## src/rtl/ring_pkg.sv

```systemverilog
// Shared types and helpers for the ring NoC node.
// Packet layout, MSB to LSB: {valid, ts[TS_W], src[ID_W], dst[ID_W]}.
// Offsets are functions of the field widths so every instance can size its own packet.
package ring_pkg;

  typedef enum logic {
    DIR_EAST = 1'b0,
    DIR_WEST = 1'b1
  } ring_dir_e;

  // Widest packet the pack helper can build; callers truncate to their PKT_W.
  localparam int unsigned PKT_MAX_W = 256;

  function automatic int unsigned dst_lsb();
    return 0;
  endfunction

  function automatic int unsigned src_lsb(input int unsigned id_w);
    return id_w;
  endfunction

  function automatic int unsigned ts_lsb(input int unsigned id_w);
    return 2 * id_w;
  endfunction

  function automatic int unsigned valid_bit(input int unsigned id_w, input int unsigned ts_w);
    return 2 * id_w + ts_w;
  endfunction

  // Hop distance travelling east from src to dst on an n-node ring.
  function automatic int unsigned ring_dist(input int unsigned src, input int unsigned dst,
                                            input int unsigned n);
    return ((dst % n) + n - (src % n)) % n;
  endfunction

  // Builds a valid packet; fields are masked to their widths.
  function automatic logic [PKT_MAX_W-1:0] pkt_pack(input logic [63:0] ts,
                                                    input logic [63:0] src,
                                                    input logic [63:0] dst,
                                                    input int unsigned id_w,
                                                    input int unsigned ts_w);
    logic [PKT_MAX_W-1:0] id_mask;
    logic [PKT_MAX_W-1:0] ts_mask;
    logic [PKT_MAX_W-1:0] p;
    id_mask = (PKT_MAX_W'(1) << id_w) - PKT_MAX_W'(1);
    ts_mask = (PKT_MAX_W'(1) << ts_w) - PKT_MAX_W'(1);
    p = (PKT_MAX_W'(dst) & id_mask) << dst_lsb();
    p |= (PKT_MAX_W'(src) & id_mask) << src_lsb(id_w);
    p |= (PKT_MAX_W'(ts) & ts_mask) << ts_lsb(id_w);
    p |= PKT_MAX_W'(1) << valid_bit(id_w, ts_w);
    return p;
  endfunction

endpackage

```

## src/rtl/ring_fifo.sv

```systemverilog
// Synchronous FIFO with combinational head read.
// Ports: push/din write, pop/dout read head, count/full/empty status.
// A push while full is accepted only when a pop frees a slot in the same cycle;
// a pop while empty is ignored.
module ring_fifo #(
  parameter  int unsigned WIDTH = 8,
  parameter  int unsigned DEPTH = 4,
  localparam int unsigned PTR_W = (DEPTH > 1) ? $clog2(DEPTH) : 1,
  localparam int unsigned CNT_W = $clog2(DEPTH + 1)
) (
  input  logic             clk,
  input  logic             rst_n,
  input  logic             push,
  input  logic             pop,
  input  logic [WIDTH-1:0] din,
  output logic [WIDTH-1:0] dout,
  output logic [CNT_W-1:0] count,
  output logic             full,
  output logic             empty
);

  logic [WIDTH-1:0] mem [DEPTH];
  logic [PTR_W-1:0] wr_ptr;
  logic [PTR_W-1:0] rd_ptr;
  logic             do_push;
  logic             do_pop;

  function automatic logic [PTR_W-1:0] ptr_inc(input logic [PTR_W-1:0] p);
    return (p == PTR_W'(DEPTH - 1)) ? '0 : p + PTR_W'(1);
  endfunction

  assign full    = (count == CNT_W'(DEPTH));
  assign empty   = (count == '0);
  assign do_pop  = pop && !empty;
  assign do_push = push && (!full || do_pop);
  assign dout    = mem[rd_ptr];

  // Storage is not reset; the pointers and count define what is valid.
  always_ff @(posedge clk) begin
    if (do_push) mem[wr_ptr] <= din;
  end

  // Pointer and occupancy tracking.
  always_ff @(posedge clk or negedge rst_n) begin
    if (!rst_n) begin
      wr_ptr <= '0;
      rd_ptr <= '0;
      count  <= '0;
    end else begin
      if (do_push) wr_ptr <= ptr_inc(wr_ptr);
      if (do_pop)  rd_ptr <= ptr_inc(rd_ptr);
      count <= count + CNT_W'(do_push) - CNT_W'(do_pop);
    end
  end

endmodule

```

## src/rtl/ring_router_bd.sv

```systemverilog
// Single ring-NoC node: per-input FIFOs, registered on/off backpressure,
// round-robin arbitration of through traffic vs local injection per direction,
// and one local eject port.
// Ports: clk/rst_n; clk_counter timestamp; inject_valid/inject_dst/inject_ready
// local injection; link_{west,east}_in/out ring links; stop_*_rd neighbour stops,
// stop_*_wr our stops; eject_valid/eject_pkt delivery; overflow sticky drop flag;
// total_* statistics.
// Optional macro RING_ROUTER_STATS_EN builds the 64-bit statistics counters;
// without it the three statistics outputs are tied to zero.
module ring_router_bd
  import ring_pkg::*;
#(
  parameter int unsigned NUM_NODES   = 4,
  parameter int unsigned ROUTER_ID   = 0,
  parameter int unsigned ID_W        = 16,
  parameter int unsigned TS_W        = 16,
  parameter int unsigned PKT_W       = 1 + TS_W + 2 * ID_W,
  parameter int unsigned BUFFER_SIZE = 4,
  parameter int unsigned OFF_SLACK   = 2,
  parameter int unsigned BIDIR       = 1
) (
  input  logic             clk,
  input  logic             rst_n,
  input  logic [TS_W-1:0]  clk_counter,
  input  logic             inject_valid,
  input  logic [ID_W-1:0]  inject_dst,
  output logic             inject_ready,
  input  logic [PKT_W-1:0] link_west_in,
  input  logic [PKT_W-1:0] link_east_in,
  output logic [PKT_W-1:0] link_east_out,
  output logic [PKT_W-1:0] link_west_out,
  input  logic             stop_east_rd,
  input  logic             stop_west_rd,
  output logic             stop_east_wr,
  output logic             stop_west_wr,
  output logic             eject_valid,
  output logic [PKT_W-1:0] eject_pkt,
  output logic             overflow,
  output logic [63:0]      total_packet_sent,
  output logic [63:0]      total_packet_recieve,
  output logic [63:0]      total_latency
);

  localparam int unsigned VALID_BIT = valid_bit(ID_W, TS_W);
  localparam int unsigned CNT_W     = $clog2(BUFFER_SIZE + 1);

  logic [PKT_W-1:0] w_head, e_head, inj_pkt, ej_head;
  logic [CNT_W-1:0] w_count, e_count, w_cnt_nxt, e_cnt_nxt;
  logic             w_full, w_empty, e_full, e_empty;
  logic             w_push, e_push, w_pop, e_pop, w_acc, e_acc;
  logic             w_stop_nxt, e_stop_nxt, ovf_hit;
  logic             w_eject, e_eject, w_fwd, e_fwd;
  logic             inj_self, inj_east, inj_west;
  int unsigned      inj_dist;
  ring_dir_e        inj_dir;
  logic             gnt_thru_e, gnt_inj_e, gnt_thru_w, gnt_inj_w;
  logic             gnt_ej_w, gnt_ej_e, ej_any;
  logic             favour_inj_e, favour_inj_w;
  ring_dir_e        ej_favour;

  // FIFO_W holds eastbound traffic from the west link, FIFO_E westbound from the east link.
  ring_fifo #(.WIDTH(PKT_W), .DEPTH(BUFFER_SIZE)) u_fifo_w (
    .clk   (clk),
    .rst_n (rst_n),
    .push  (w_push),
    .pop   (w_pop),
    .din   (link_west_in),
    .dout  (w_head),
    .count (w_count),
    .full  (w_full),
    .empty (w_empty)
  );

  ring_fifo #(.WIDTH(PKT_W), .DEPTH(BUFFER_SIZE)) u_fifo_e (
    .clk   (clk),
    .rst_n (rst_n),
    .push  (e_push),
    .pop   (e_pop),
    .din   (link_east_in),
    .dout  (e_head),
    .count (e_count),
    .full  (e_full),
    .empty (e_empty)
  );

  assign w_push = link_west_in[VALID_BIT];
  assign e_push = link_east_in[VALID_BIT];

  // Head routing: local destination ejects, anything else keeps its travel direction.
  assign w_eject = !w_empty && (w_head[ID_W-1:0] == ID_W'(ROUTER_ID));
  assign e_eject = !e_empty && (e_head[ID_W-1:0] == ID_W'(ROUTER_ID));
  assign w_fwd   = !w_empty && !w_eject;
  assign e_fwd   = !e_empty && !e_eject;

  // Injection direction: shortest path, ties travel east.
  assign inj_self = (inject_dst == ID_W'(ROUTER_ID));
  assign inj_dist = ring_dist(ROUTER_ID, 32'(inject_dst), NUM_NODES);
  assign inj_dir  = ((BIDIR != 0) && (inj_dist > NUM_NODES / 2)) ? DIR_WEST : DIR_EAST;
  assign inj_east = inject_valid && !inj_self && (inj_dir == DIR_EAST);
  assign inj_west = inject_valid && !inj_self && (inj_dir == DIR_WEST);
  assign inj_pkt  = PKT_W'(pkt_pack(64'(clk_counter), 64'(ROUTER_ID), 64'(inject_dst),
                                    ID_W, TS_W));

  // Per-direction output arbitration and eject arbitration.
  always_comb begin
    gnt_thru_e = 1'b0;
    gnt_inj_e  = 1'b0;
    gnt_thru_w = 1'b0;
    gnt_inj_w  = 1'b0;
    gnt_ej_w   = 1'b0;
    gnt_ej_e   = 1'b0;
    if (!stop_east_rd) begin
      if (w_fwd && inj_east) begin
        if (favour_inj_e) gnt_inj_e  = 1'b1;
        else              gnt_thru_e = 1'b1;
      end else begin
        gnt_thru_e = w_fwd;
        gnt_inj_e  = inj_east;
      end
    end
    if (!stop_west_rd) begin
      if (e_fwd && inj_west) begin
        if (favour_inj_w) gnt_inj_w  = 1'b1;
        else              gnt_thru_w = 1'b1;
      end else begin
        gnt_thru_w = e_fwd;
        gnt_inj_w  = inj_west;
      end
    end
    if (w_eject && e_eject) begin
      if (ej_favour == DIR_WEST) gnt_ej_e = 1'b1;
      else                       gnt_ej_w = 1'b1;
    end else begin
      gnt_ej_w = w_eject;
      gnt_ej_e = e_eject;
    end
  end

  assign ej_any  = gnt_ej_w || gnt_ej_e;
  assign ej_head = gnt_ej_e ? e_head : w_head;
  assign w_pop   = gnt_thru_e || gnt_ej_w;
  assign e_pop   = gnt_thru_w || gnt_ej_e;

  // Self-destined requests are acknowledged and dropped so the source never stalls.
  assign inject_ready = gnt_inj_e || gnt_inj_w || (inject_valid && inj_self);

  // Occupancy after this cycle's push/pop drives the registered stop.
  assign w_acc      = w_push && (!w_full || w_pop);
  assign e_acc      = e_push && (!e_full || e_pop);
  assign w_cnt_nxt  = w_count + CNT_W'(w_acc) - CNT_W'(w_pop);
  assign e_cnt_nxt  = e_count + CNT_W'(e_acc) - CNT_W'(e_pop);
  assign w_stop_nxt = (BUFFER_SIZE - 32'(w_cnt_nxt)) <= OFF_SLACK;
  assign e_stop_nxt = (BUFFER_SIZE - 32'(e_cnt_nxt)) <= OFF_SLACK;
  assign ovf_hit    = (w_push && w_full && !w_pop) || (e_push && e_full && !e_pop);

  // Output registers, stops, sticky overflow and round-robin pointers.
  always_ff @(posedge clk or negedge rst_n) begin
    if (!rst_n) begin
      link_east_out <= '0;
      link_west_out <= '0;
      eject_valid   <= 1'b0;
      eject_pkt     <= '0;
      stop_east_wr  <= 1'b0;
      stop_west_wr  <= 1'b0;
      overflow      <= 1'b0;
      favour_inj_e  <= 1'b0;
      favour_inj_w  <= 1'b0;
      ej_favour     <= DIR_EAST;
    end else begin
      link_east_out <= gnt_thru_e ? w_head : (gnt_inj_e ? inj_pkt : '0);
      link_west_out <= gnt_thru_w ? e_head : (gnt_inj_w ? inj_pkt : '0);
      eject_valid   <= ej_any;
      eject_pkt     <= ej_any ? ej_head : '0;
      stop_west_wr  <= w_stop_nxt;
      stop_east_wr  <= e_stop_nxt;
      if (ovf_hit) overflow <= 1'b1;
      if (gnt_thru_e)     favour_inj_e <= 1'b1;
      else if (gnt_inj_e) favour_inj_e <= 1'b0;
      if (gnt_thru_w)     favour_inj_w <= 1'b1;
      else if (gnt_inj_w) favour_inj_w <= 1'b0;
      if (gnt_ej_w)       ej_favour <= DIR_WEST;
      else if (gnt_ej_e)  ej_favour <= DIR_EAST;
    end
  end

`ifdef RING_ROUTER_STATS_EN
  localparam int unsigned TS_LSB = ts_lsb(ID_W);
  logic [TS_W-1:0] ej_ts;

  assign ej_ts = ej_head[TS_LSB +: TS_W];

  // Injection/eject counts and summed timestamp latency, all wrapping.
  always_ff @(posedge clk or negedge rst_n) begin
    if (!rst_n) begin
      total_packet_sent    <= '0;
      total_packet_recieve <= '0;
      total_latency        <= '0;
    end else begin
      if (gnt_inj_e || gnt_inj_w) total_packet_sent <= total_packet_sent + 64'd1;
      if (ej_any) begin
        total_packet_recieve <= total_packet_recieve + 64'd1;
        total_latency        <= total_latency + 64'(TS_W'(clk_counter - ej_ts));
      end
    end
  end
`else
  assign total_packet_sent    = '0;
  assign total_packet_recieve = '0;
  assign total_latency        = '0;
`endif

  // Local traffic must never target this node.
  inj_not_self : assert property (@(posedge clk) disable iff (!rst_n)
                                  !(inject_valid && inj_self));

endmodule
```

## config.mk

```make
export PLATFORM = sky130hd
export DESIGN_NAME = ring_router_bd
export DESIGN_NICKNAME = d
export VERILOG_FILES = /design/src/rtl/ring_pkg.sv /design/src/rtl/ring_fifo.sv /design/src/rtl/ring_router_bd.sv
export SDC_FILE = /design/constraint.sdc
export NUM_CORES = 1
export LEC_CHECK = 0
export BUFFER_PORTS_ARGS = -buffer_cell sky130_fd_sc_hd__clkbuf_2
export CORE_ASPECT_RATIO = 0.75
export CORE_MARGIN = 2
export CORE_UTILIZATION = 40
export CTS_CLUSTER_SIZE = 14
export DETAILED_ROUTE_END_ITERATION = 12
export PLACE_DENSITY = 0.7
export SLEW_MARGIN = 40
export SYNTH_ARGS = -nofsm -noshare
export SYNTH_HDL_FRONTEND = slang
export SYNTH_HIERARCHICAL = 1
export SYNTH_SLANG_ARGS = --single-unit
```

## constraint.sdc

```tcl
create_clock -name clk -period 6.81 [get_ports clk]
set_clock_uncertainty 0.15 [all_clocks]
set_input_delay 0.3405 -clock clk [delete_from_list [all_inputs] [get_ports clk]]
set_output_delay 0.3405 -clock clk [all_outputs]
set_load 0.02 [all_outputs]
```

==> results.json, run 1 <==
{
  "synth_area_um2": 22300,
  "rsz0062_at_grt": "false",
  "power.switching_w": 0.00344,
  "critPathLaunchType": "register",
  "core_area_um2": 54700,
  "fin_tns_setup_ns": 0,
  "yosysUniqueCellTypes": 47,
  "cp_common_cell": "ha_1",
  "grt_pass1_vias": 12400,
  "num_rows": 74,
  "port_buffers": 286,
  "required_ns": 7.16,
  "cts.path.max_buffers": 3,
  "hpwlAfterDp_mm": 35.3,
  "drc": 0,
  "syn_inst": 1208,
  "multi_input_area_um2": 5280,
  "worst_pin_slew_ns": 0.749,
  "drtIter0Drc": 792,
  "grt_overflow": 0,
  "status": "completed",
  "setup_violations": 0,
  "period_share": 0.740,
  "max-cap-violations": 0,
  "via_per_inst": 4.83,
  "slew_headroom": 0.497,
  "grt_use_total": 0.185,
  "start_util": 0.407,
  "seqPwrFrac": 0.435,
  "critical-path-slowest-cell": "dfrtp_4",
  "fmax_ghz": 0.198,
  "fin_area_um2": 27400,
  "ys_seq_area_frac": 0.718,
  "grt_pass1_wl_mm": 78.8,
  "fill_cells": 4501,
  "crit_chain": "buf_12 > mux4_2 > nor4_1 > and4_1 > a311oi_4 > buf_4 > or2_2 > o21ai_0 > ha_1 > inv_1 > ha_1 > inv_1 > fa_1 > ha_1 > and3_1 > a21oi_1 > a21oi_1",
  "seq_area_um2": 16000,
  "cts_num_sinks": 560,
  "switching_share": 0.311,
  "final_util": 0.500,
  "p_int_w": 0.00762,
  "synth_edf_count": 392,
  "finalCriticalPeriod_ns": 5.04,
  "place_ws_ns": 1.64,
  "synth_ff_type": "edfxtp_1",
  "hold_ws_ns": 0.0687,
  "cts_setup_buffers": 0,
  "path_max_fanout": 26,
  "cts_tree": "yes",
  "avgSynthCellArea_um2": 18.4,
  "p_leak_nw": 11.0,
  "ioPinCount": 479,
  "crit_path_end_kind": "register",
  "r2r_setup_slack_ns": 1.77,
  "async_flop_share": 0.300,
  "cts_root_buf": "clkbuf_16",
  "drive_gt1_frac": 0.307,
  "die_x_um": 276,
  "detail-route-antenna-nets": 0,
  "worst-path-buf-inv": 4,
  "timing_hold_violations_final": 0,
  "antenna_found_initial": 7,
  "crit_arrival_ns": 5.38,
  "grt_start_max_net_pins": 69,
  "drt-total-wl_mm": 53.2,
  "place.gp.congestion": 0.749,
  "place_area_um2": 24000,
  "worst_slack_ns": 1.77,
  "cts_resized": 0,
  "htreeDepth": 2,
  "numCtsBuffers": 55,
  "comb_power_share": 0.282,
  "clock_latency_ns": 0.61,
  "dr.pass1.iters": 5,
  "area_growth_pct": 22.9,
  "clkPwrFrac": 0.283,
  "fp.dieH_um": 208,
  "power_density_nw_per_um2": 405,
  "dieArea_um2": 57600,
  "clkTransAtPathRegs_ns": 0.07,
  "maxSlewViolCount": 0,
  "dr_total_vias": 11800,
  "avgRoutedWirePerCell_um": 21.7,
  "vdd_drop_max_mv": 0.285,
  "crit_type": "reg2reg",
  "path_delay_family": "simple AND/OR/NAND/NOR gates",
  "min_path_type": "in2reg",
  "worst_path_largest_cell_delay_ns": 0.59,
  "yosysWarnings": 6,
  "ys_ff_latch": 560,
  "finalNetCount": 1834
}
path summary, 6_finish.rpt:
path	cells after the start	end	from
setup / recovery	17	stop_west_wr$_DFF_PN0_	u_fifo_e/rd_ptr[0]$_DFFE_PN0N_
hold / removal	3	favour_inj_w$_DFFE_PN0P_	inject_valid
setup reg to reg	17	stop_west_wr$_DFF_PN0_	u_fifo_e/rd_ptr[0]$_DFFE_PN0N_
hold reg to reg	1	overflow$_DFFE_PN0P_	overflow$_DFFE_PN0P_
max in group asynchronous	3	u_fifo_w/rd_ptr[1]$_DFFE_PN0N_	rst_n
min in group asynchronous	2	eject_pkt[22]$_DFF_PN0_	rst_n
power by group through the flow:
| stage | clock (W) | combinational, W | sequential [W] |
|---|---|---|---|
| 3_3_place_gp | 0 | 0.00278 | 0.00498 |
| 6_report | 0.00313 | 0.00312 | 0.00481 |
| 2_1_floorplan | 0 | 0.00198 | 0.00498 |
| 4_1_cts | 0.00320 | 0.00306 | 0.00490 |
| 5_1_grt | 0.00333 | 0.00337 | 0.00489 |
| 3_5_place_dp | 0 | 0.00298 | 0.00497 |
synth_stat cells, types with 3 or more instances:
library cell	number	area, µm²
a22o_1	80	701
dfrtp_1	168	4200
nor4_1	8	50.1
buf_4	194	1460
nor4_4	4	85.1
nand2_1	35	131
mux4_2	98	2210
xnor2_1	8	70.1
a21oi_1	6	30.0
buf_2	25	125
and3_1	3	18.8
nor2_1	9	33.8
clkbuf_1	12	45.0
a21o_1	6	45.0
ha_1	20	250
and2_1	41	257
inv_1	25	93.8
buf_6	10	113
nand4_1	3	18.8
fa_1	4	80.1
edfxtp_1	392	11800
nor3_1	6	30.0
o21ai_0	19	95.1
per-layer routing:
| metal | track usage | share of wire | wire length, µm | vias up |
|---|---|---|---|---|
| li1 | - | - | - | 5150 |
| met1 | 0.241 | 0.42 | 22100 | 6096 |
| met2 | 0.304 | 0.48 | 25800 | 488 |
| met3 | 0.0480 | 0.076 | 4020 | 96 |
| met4 | 0.0541 | 0.023 | 1230 | 4 |
| met5 | 0.0116 | 0.00056 | 30 | - |
area by class of cell:
type / instances / share of cell area
Antenna cell: 6 / 0.000549
Clock buffer: 72 / 0.0549
Clock inverter: 31 / 0.0140
Inverter: 25 / 0.00343
Multi-Input combinational cell: 589 / 0.193
Sequential cell: 560 / 0.584
Tap cell: 722 / 0.0330
Timing Repair Buffer: 444 / 0.117
cell usage in the layout (no fill, tap or decap), types with 20 or more instances in the layout:
| cell | count |
|---|---|
| inv_1 | 25 |
| ha_1 | 20 |
| dlygate4sd3_1 | 133 |
| clkbuf_2 | 285 |
| mux4_2 | 98 |
| a22o_1 | 80 |
| edfxtp_1 | 392 |
| clkbuf_16 | 56 |
| conb_1 | 208 |
| nand2_1 | 35 |
| dfrtp_1 | 164 |
| and2_1 | 33 |
registers in the layout, indices dropped and copies added (netlist names), 3 cells and up:
name	flops
link_east_out	49
eject_pkt	49
u_fifo_e/mem	196
u_fifo_w/count	3
u_fifo_w/mem	196
link_west_out	49
u_fifo_e/count	3
per-stage QoR:
step | total power (W) | std cells
after CTS | 0.0112 | 2439
after global routing | 0.0116 | 2446
after floorplan | 0.00696 | 1415
after detailed placement | 0.00794 | 2203
after global placement | 0.00776 | 2191
final | 0.0111 | 2449
kinds of logic after synthesis:
group / after synthesis / synth area share
buffers and inverters: 266 / 0.0823
AND/OR/NAND/NOR: 120 / 0.0331
AO/OA/AOI/OAI: 125 / 0.0462
adder cells (fa/ha/maj): 24 / 0.0148
other: 1 / 0.000168
XOR/XNOR: 8 / 0.00315
multiplexers: 104 / 0.103
flip-flops: 560 / 0.718
tightest hold or removal path, cell delays in order:
cell	delay (ns)
clkbuf_2	0.13
nand4_1	0.17
a22o_1	0.15
repair_timing:
action,4_1_cts,5_1_grt
hold buffers,133,0
endpoints found under the hold margin,523,0
setup endpoints to repair,0,0
Note: power is estimated with default switching activity, not from simulation.
==> run 2, diff against run 1 <==
Clock period 6.81 ns to 4.75 ns, I/O delays scaled along.
==> results.json, run 2 (synthesized netlist as in run 1, its figures left out) <==
{
  "clkTransAtPathRegs_ns": 0.06,
  "crit_arrival_ns": 4.76,
  "grt_overflow": 0,
  "drive_gt1_frac": 0.317,
  "clock_latency_ns": 0.59,
  "cts_tree": "yes",
  "htreeDepth": 2,
  "area_growth_pct": 22.5,
  "required_ns": 5.06,
  "via_per_inst": 4.86,
  "place_ws_ns": 0.101,
  "cp-startpoint": "u_fifo_e/rd_ptr[0]$_DFFE_PN0N_",
  "power.switching_w": 0.00495,
  "period_share": 0.936,
  "r2r_setup_slack_ns": 0.31,
  "timing_hold_violations_final": 0,
  "maxSlewViolCount": 0,
  "ioPinCount": 479,
  "dp_cells": 2216,
  "grt_use_total": 0.185,
  "cts_num_sinks": 560,
  "drc": 0,
  "grt_busiest_layer": "met2",
  "fmax_ghz": 0.225,
  "place_area_um2": 24100,
  "path_max_fanout": 19,
  "antenna_found_initial": 4,
  "finalCriticalPeriod_ns": 4.44,
  "r2r_start": "u_fifo_e/rd_ptr[0]$_DFFE_PN0N_",
  "dr_total_vias": 11900,
  "grtUsageMet1": 0.243,
  "p_leak_nw": 11.0,
  "crit_path_end_kind": "register",
  "fin_area_um2": 27300,
  "seqPwrFrac": 0.435,
  "max-cap-violations": 0,
  "layout_commonest_cell": "edfxtp_1",
  "p_int_w": 0.0107,
  "hpwlAfterDp_mm": 35.7,
  "port_buffers": 286,
  "switching_share": 0.316,
  "drt-total-wl_mm": 53.7,
  "worst_pin_slew_ns": 0.750,
  "dr.pass1.iters": 5,
  "num_rows": 74,
  "final_cell_mix": "edfxtp_1 (392), clkbuf_2 (285), conb_1 (208), dfrtp_1 (164), dlygate4sd3_1 (134)",
  "power_density_nw_per_um2": 575,
  "rsz0062_at_grt": "false",
  "finalNetCount": 1846,
  "start_util": 0.407,
  "use_met3": 0.0383,
  "status": "completed",
  "cts.path.max_buffers": 3,
  "fp.dieH_um": 208,
  "top_regs": "u_fifo_e/mem: 196 flops, u_fifo_w/mem: 196 flops",
  "grt_pass1_wl_mm": 78.8,
  "fill_cells": 4499,
  "comb_power_share": 0.292,
  "crit_type": "reg2reg",
  "numCtsBuffers": 55,
  "setup_violations": 0,
  "critPathLaunchType": "register",
  "vdd_drop_max_mv": 0.338,
  "fin_tns_setup_ns": 0,
  "worst_slack_ns": 0.306,
  "slew_headroom": 0.500,
  "min_path_type": "in2async",
  "dieArea_um2": 57600,
  "cts_root_buf": "clkbuf_16",
  "core_area_um2": 54700,
  "detail-route-antenna-nets": 0,
  "drtIter0Drc": 867,
  "clkPwrFrac": 0.273,
  "grt_start_max_net_pins": 103,
  "reg2reg_depth": 17,
  "avgRoutedWirePerCell_um": 21.9,
  "worstReg2RegEnd": "stop_east_wr$_DFF_PN0_",
  "grt_pass1_vias": 12200,
  "place.gp.congestion": 0.762,
  "stdcell_count": 2456,
  "hold_ws_ns": 0.00485,
  "grtUsageMet2": 0.311,
  "die_x_um": 276
}
[run 2: cell count changes in the layout (fill, tap and decap cells not counted), sizes merged]
cell         previous run  this run
buf                    25        37
bufinv                  8         4
clkbuf                358       357
clkinv                 20        18
clkinvlp                3         5
diode                   6         2
dlygate4sd3           133       134
inv                    25        28
[run 2: stage by stage]
stage	utilization	total power, W
4_1_cts	0.497	0.0158
3_5_place_dp	0.440	0.0114
6_report	0.498	0.0157
3_3_place_gp	0.440	0.0113
5_1_grt	0.498	0.0164
2_1_floorplan	-	0.00998
[run 2: cell type report]
| cell class | instances | area [µm²] | share of cell area |
|---|---|---|---|
| Inverter | 25 | 93.8 | 0.00344 |
| Tap cell | 722 | 903 | 0.0331 |
| Clock buffer | 72 | 1510 | 0.0554 |
| Sequential cell | 560 | 16000 | 0.586 |
| Timing Repair Buffer | 456 | 3200 | 0.117 |
| Antenna cell | 2 | 5.00 | 0.000184 |
| Clock inverter | 30 | 285 | 0.0105 |
| Multi-Input combinational cell | 589 | 5280 | 0.194 |
[run 2: power by group through the flow]
| stage | Combinational (W) | Sequential [W] | Clock, W |
|---|---|---|---|
| 5_1_grt | 0.00491 | 0.00692 | 0.00460 |
| 6_report | 0.00457 | 0.00682 | 0.00429 |
| 3_3_place_gp | 0.00440 | 0.00692 | 0 |
| 4_1_cts | 0.00457 | 0.00687 | 0.00439 |
| 2_1_floorplan | 0.00284 | 0.00714 | 0 |
| 3_5_place_dp | 0.00445 | 0.00697 | 0 |
[run 2: worst max-delay path by stage]
| stage | end | slack, ns | cells after the start |
|---|---|---|---|
| detailed placement | stop_east_wr$_DFF_PN0_ | 0.10 | 16 |
| global placement | stop_east_wr$_DFF_PN0_ | 0.22 | 16 |
| global route | stop_east_wr$_DFF_PN0_ | 0.08 | 17 |
| floorplan | u_fifo_w/mem[3][0]$_DFFE_PP_ | 0.27 | 10 |
| finish | stop_east_wr$_DFF_PN0_ | 0.31 | 17 |
| CTS | stop_east_wr$_DFF_PN0_ | 0.08 | 16 |
[run 2: repair_timing]
item	4_1_cts	5_1_grt
gates resized for setup	0	2
setup endpoints to repair	0	2
buffers inserted	0	1
hold buffers	134	0
endpoints found under the hold margin	558	0
[run 2: metal layers]
layer | share of wire | up-vias
met2 | 0.50 | 505
met5 | 0.00024 | -
met1 | 0.41 | 6187
li1 | - | 5173
met3 | 0.065 | 80
met4 | 0.026 | 2
[run 2: worst max-delay path, stage by stage, from the launching register on]
cell and delay, ns:
dfrtp_4 0.41, buf_12 0.19, mux4_2 0.55, nor4_2 0.45, nand4_1 0.30, and3_2 0.30, nor2_1 0.15, inv_1 0.12
o21ai_0 0.17, ha_1 0.25, inv_1 0.05, ha_1 0.13, inv_1 0.05, fa_1 0.47, ha_1 0.21, and3_1 0.14
a21oi_1 0.15, a21oi_1 0.06
